<file path="src/rtl/serial_adder_ctrl.sv">
// Bit-serial adder controller: one full-adder cell stepped LSB-first over WIDTH cycles.
// Optional signed-overflow output enabled by defining SERIAL_ADD_OVF_EN.
//   state  | meaning
//   S_IDLE | waiting for start; result outputs held
//   S_RUN  | one operand bit added per cycle
//   S_DONE | one-cycle done pulse; result valid
module serial_adder_ctrl #(
  parameter int WIDTH = 8
) (
  input  logic             clk,
  input  logic             rst_n,
  input  logic             start,
  input  logic [WIDTH-1:0] a,
  input  logic [WIDTH-1:0] b,
  input  logic             cin,
  output logic             busy,
  output logic             done,
  output logic [WIDTH-1:0] sum,
`ifdef SERIAL_ADD_OVF_EN
  output logic             ovf,
`endif
  output logic             cout
);

  localparam int CW = (WIDTH > 1) ? $clog2(WIDTH) : 1;
  localparam logic [CW-1:0] CNT_LAST = CW'(WIDTH - 1);

  typedef enum logic [1:0] {
    S_IDLE = 2'd0,
    S_RUN  = 2'd1,
    S_DONE = 2'd2
  } state_t;

  state_t           state_q, state_d;
  logic [WIDTH-1:0] a_sh_q, a_sh_d;
  logic [WIDTH-1:0] b_sh_q, b_sh_d;
  logic [WIDTH-1:0] sum_q, sum_d;
  logic [CW-1:0]    cnt_q, cnt_d;
  logic             carry_q, carry_d;
  logic             cout_q, cout_d;
  logic             fa_sum, fa_cout;
`ifdef SERIAL_ADD_OVF_EN
  logic             ovf_q, ovf_d;
`endif

  always_ff @(posedge clk or negedge rst_n) begin
    if (!rst_n) begin
      state_q <= S_IDLE;
      a_sh_q  <= '0;
      b_sh_q  <= '0;
      sum_q   <= '0;
      cnt_q   <= '0;
      carry_q <= 1'b0;
      cout_q  <= 1'b0;
`ifdef SERIAL_ADD_OVF_EN
      ovf_q   <= 1'b0;
`endif
    end else begin
      state_q <= state_d;
      a_sh_q  <= a_sh_d;
      b_sh_q  <= b_sh_d;
      sum_q   <= sum_d;
      cnt_q   <= cnt_d;
      carry_q <= carry_d;
      cout_q  <= cout_d;
`ifdef SERIAL_ADD_OVF_EN
      ovf_q   <= ovf_d;
`endif
    end
  end

  always_comb begin
    state_d = state_q;
    a_sh_d  = a_sh_q;
    b_sh_d  = b_sh_q;
    sum_d   = sum_q;
    cnt_d   = cnt_q;
    carry_d = carry_q;
    cout_d  = cout_q;
`ifdef SERIAL_ADD_OVF_EN
    ovf_d   = ovf_q;
`endif
    busy    = 1'b0;
    done    = 1'b0;

    fa_sum  = a_sh_q[0] ^ b_sh_q[0] ^ carry_q;
    fa_cout = (a_sh_q[0] & b_sh_q[0]) | (carry_q & (a_sh_q[0] ^ b_sh_q[0]));

    case (state_q)
      S_IDLE: begin
        if (start) begin
          state_d = S_RUN;
          a_sh_d  = a;
          b_sh_d  = b;
          carry_d = cin;
          cnt_d   = '0;
          sum_d   = '0;
          cout_d  = 1'b0;
`ifdef SERIAL_ADD_OVF_EN
          ovf_d   = 1'b0;
`endif
        end
      end
      S_RUN: begin
        busy    = 1'b1;
        carry_d = fa_cout;
        sum_d   = {fa_sum, sum_q[WIDTH-1:1]};
        a_sh_d  = a_sh_q >> 1;
        b_sh_d  = b_sh_q >> 1;
        cnt_d   = cnt_q + CW'(1);
        // Final bit: capture carry-out (and MSB carry-in vs carry-out) as the result flags.
        if (cnt_q == CNT_LAST) begin
          state_d = S_DONE;
          cout_d  = fa_cout;
`ifdef SERIAL_ADD_OVF_EN
          ovf_d   = carry_q ^ fa_cout;
`endif
        end
      end
      S_DONE: begin
        busy    = 1'b1;
        done    = 1'b1;
        state_d = S_IDLE;
      end
      default: state_d = S_IDLE;
    endcase
  end

  assign sum  = sum_q;
  assign cout = cout_q;
`ifdef SERIAL_ADD_OVF_EN
  assign ovf  = ovf_q;
`endif

endmodule
</file>
<file path="config.mk">
export PLATFORM = sky130hd
export DESIGN_NAME = serial_adder_ctrl
export DESIGN_NICKNAME = d
export VERILOG_FILES = /design/src/rtl/serial_adder_ctrl.sv
export SDC_FILE = /design/constraint.sdc
export NUM_CORES = 1
export LEC_CHECK = 0
export ABC_CLOCK_PERIOD_IN_PS = 2000
export CAP_MARGIN = 20
export CORE_ASPECT_RATIO = 0.7
export CORE_MARGIN = 2
export CORE_UTILIZATION = 25
export CTS_BUF_LIST = sky130_fd_sc_hd__clkbuf_4 sky130_fd_sc_hd__clkbuf_8
export DETAILED_ROUTE_END_ITERATION = 10
export GPL_TIMING_DRIVEN = 0
export PLACE_DENSITY = 0.49
export SETUP_SLACK_MARGIN = 0.05
export SLEW_MARGIN = 20
export SYNTH_ARGS = -nofsm -noshare
export SYNTH_HDL_FRONTEND = slang
export SYNTH_SLANG_ARGS = --single-unit
</file>
<file path="constraint.sdc">
create_clock -name clk -period 2 [get_ports clk]
set_input_delay 0.4 -clock clk [delete_from_list [all_inputs] [get_ports clk]]
set_output_delay 0.4 -clock clk [all_outputs]
set_load 0.02 [all_outputs]
</file>
==> results.toml <==
[floorplan]
pin_count = 31
floorplan.die.height_um = 70.68
core_area_mm2 = 0.006186
initial_utilization_pct = 25.67
row_count = 24
die_w_um = 99.25
dieArea_mm2 = 0.007014

[logic_synthesis]
synth_cells = 147
yosysSeqAreaShare_pct = 48.86
postSynthNetCount = 175
synthesis.yosys.warnings = 0
postSynthAreaPerCell_um2 = 10.80
post_synth_instance_area_mm2 = 0.001588
ys_seq_elements = 31
synthDistinctLibCells = 26

[finish]
n_antenna_cell = 0
fillerInstances = 639
drive_gt1_share_pct = 15.05
register_area_um2 = 775.7
final_net_count = 213
total_area_of_multi_input_combinational_cells_um2 = 723.2
area_delta_synth_final_pct = 33.81
layout.cells.non_filler = 264

[sta]
number_of_hold_violations_in_the_final_report = 0
finalMaxSlewViolations = 0
hold-worst-slack_ns = 0.4489
worst_clock_skew_ns = 0.002793
fmax_ghz = 0.5520
worst-slew-pin-transition_ns = 0.4685
post-route-period-util_pct = 90.58
period_minus_slack_ns = 1.812
slew_headroom_pct = 68.77
setup_violations = 0
unrepaired_setup_endpoints_after_global_routing = "false"

[clock_tree]
cts.root.buffer_cell = "sky130_fd_sc_hd__clkbuf_8"
clk_pin_slew_worst_paths_ns = 0.07
cts_max_level = 2
tritoncts = "yes"
clkSinkCount = 31
number_of_buffers_added_for_setup_after_cts = 0
clk_latency_ns = 0.28
cts-buffers-inserted = 5
cts_buffer_depth = 2

[drt]
post_drt_wl_per_cell_um = 14.29
totalWireLength_mm = 3.773
drt-vias-per-instance = 4.659
postRouteAntennaNets = 0
drcViolationCount = 0
number_of_vias_in_the_routed_layout = 1230
detail_route.iter0.violations = 45
drt_pre_antenna_iters = 4

[grt]
met1_track_usage_gr_pct = 18.36
grt_antenna_before_repair = 0
globalRouteTotalUtil_pct = 11.89
use_met2_pct = 15.02
grt_overflow_total = 0
first_pass_grt_wire_length_mm = 6.361
grt.met3_usage_pct = 3.854
largest_net_degree_at_the_start_of_global_routing = 30
number_of_global_route_vias_before_repair = 1199
top_usage_layer = "met1"

[run]
max_cap_violations = 0

[power]
max-vdd-ir-drop_v = 0.0006613
cellPowerDensity_mw_per_mm2 = 1547
cellLeakagePower_nw = 0.9224

[critical_path]
worst_r2r_path_depth = 7
critPathArrivalTime_ns = 1.41
reg2reg_from = "state_q[1]$_DFFE_PN0P_"
worst_setup_path_category = "flip-flop to output port"
cp-start-kind = "flip-flop"
launch_point_of_the_critical_path = "state_q[1]$_DFFE_PN0P_"
crit_path_max_fanout = 4
critical_path.endpoint_type = "output port"
worstPathRequired_ns = 1.60

[placement]
hpwlAfterDp_mm = 2.697
gp_congestion = 0.7526
numPortBuffers = 29
place.detailed.instances = 255

[worst_hold_path]
hp-class = "input pin to asynchronous set/reset pin"

[run_status]
outcome = "complete, no violations"
cells in the mapped netlist:
cell	instances	area, um2
sky130_fd_sc_hd__nand2b_1	14	87.58
sky130_fd_sc_hd__mux2_2	2	22.52
sky130_fd_sc_hd__a221oi_2	2	30.03
sky130_fd_sc_hd__a22o_1	10	87.58
sky130_fd_sc_hd__nand3_1	12	60.06
sky130_fd_sc_hd__o21ai_0	4	20.02
sky130_fd_sc_hd__buf_6	1	11.26
sky130_fd_sc_hd__buf_4	1	7.510
sky130_fd_sc_hd__nor2_1	1	3.750
sky130_fd_sc_hd__a21oi_1	12	60.06
sky130_fd_sc_hd__nor3b_1	1	7.510
sky130_fd_sc_hd__mux2i_1	1	10.01
sky130_fd_sc_hd__a31oi_1	2	12.51
sky130_fd_sc_hd__buf_2	7	35.03
sky130_fd_sc_hd__fa_1	1	20.02
sky130_fd_sc_hd__inv_1	8	30.03
sky130_fd_sc_hd__clkbuf_1	3	11.26
sky130_fd_sc_hd__nor3_1	1	5.000
sky130_fd_sc_hd__nor2_4	1	11.26
sky130_fd_sc_hd__nand2_1	6	22.52
sky130_fd_sc_hd__o22ai_1	2	12.51
sky130_fd_sc_hd__dfrtp_1	31	775.7
sky130_fd_sc_hd__ha_1	7	87.58
sky130_fd_sc_hd__a221o_1	13	130.1
sky130_fd_sc_hd__nor2b_1	3	18.77
sky130_fd_sc_hd__o21a_1	1	7.510
state kept, by name, summed over array words and instances (netlist names):
register	count
cnt_q	3
carry_q	1
a_sh_q	8
state_q	2
sum	8
cout	1
b_sh_q	8
logic make-up (layout without fill, tap and decap cells):
| kind of cell | Yosys count | after routing | synth area share (%) |
|---|---|---|---|
| multiplexers | 3 | 3 | 2.049 |
| AND/OR/NAND/NOR | 39 | 39 | 13.63 |
| adder cells (fa/ha/maj) | 8 | 8 | 6.777 |
| buffers and inverters | 20 | 59 | 5.989 |
| AO/OA/AOI/OAI | 46 | 46 | 22.69 |
| flip-flops | 31 | 31 | 48.86 |
final cells by class:
type / instances / area share [%]
plain buffers: 12 / 3.180
inverters: 8 / 1.413
repair buffers: 31 / 14.72
multi-input cells: 96 / 34.04
flip-flops and latches: 31 / 36.51
well taps: 78 / 4.594
clock inverters: 2 / 1.649
clock buffers: 6 / 3.887
placed cells by master (no fill, tap or decap), drive strengths merged, types with 2 or more instances in the layout:
| master | n |
|---|---|
| clkbuf | 9 |
| o21ai | 4 |
| nor2b | 3 |
| a31oi | 2 |
| inv | 8 |
| nand2b | 14 |
| mux2 | 2 |
| clkdlybuf4s50 | 26 |
| nor2 | 2 |
| a221o | 13 |
| a221oi | 2 |
| a22o | 10 |
| dlygate4sd2 | 2 |
| dfrtp | 31 |
| buf | 11 |
| nand2 | 6 |
| ha | 7 |
| nand3 | 12 |
| o22ai | 2 |
| a21oi | 12 |
metrics by stage:
step,util [%],instance area (um2),TNS (ns),power [W],setup slack [ns]
floorplan,-,1588,0,0.002165,0.4083
global placement,31.94,1976,-5.257,0.002666,-0.1716
detailed placement,32.18,1991,0,0.002681,0.1285
CTS,34.20,2116,0,0.003323,0.1026
global route,34.34,2125,0,0.003569,0.06487
finish,34.34,2125,0,0.003288,0.1884
worst paths after layout:
path | to | slack [ns]
max | busy | 0.19
min | b_sh_q[1]$_DFFE_PN0P_ | 0.45
max reg2reg | cout$_DFFE_PN0P_ | 0.23
min reg2reg | cnt_q[0]$_DFFE_PN0P_ | 0.50
max in group asynchronous | cnt_q[1]$_DFFE_PN0P_ | 1.19
min in group clk | cnt_q[0]$_DFFE_PN0P_ | 0.50
critical path: stages, from the launching register on:
cell                            delay, ns
sky130_fd_sc_hd__dfrtp_1             0.40
sky130_fd_sc_hd__inv_1               0.13
sky130_fd_sc_hd__ha_2                0.28
sky130_fd_sc_hd__dlygate4sd2_1       0.32
per-layer routing:
layer  part of all wire [%]  wire length (um)
met5                      0                 0
met2                     39              1463
met4                    1.1                42
met3                    5.7               215
met1                     54              2052
power by group:
part,switching (W),internal [W]
clock network,0.000243,0.000403
logic,0.000839,0.000744
registers,0.000181,0.000878
total,0.00126,0.00203
repair_timing:
action | 4_1_cts | 5_1_grt
setup endpoints to repair | 2 | 21
gates resized for setup | 2 | 6
hold endpoints to repair | 2 | 0
pin swaps | 0 | 0
hold buffers | 1 | 0
Power figures use the tool's default switching activity.
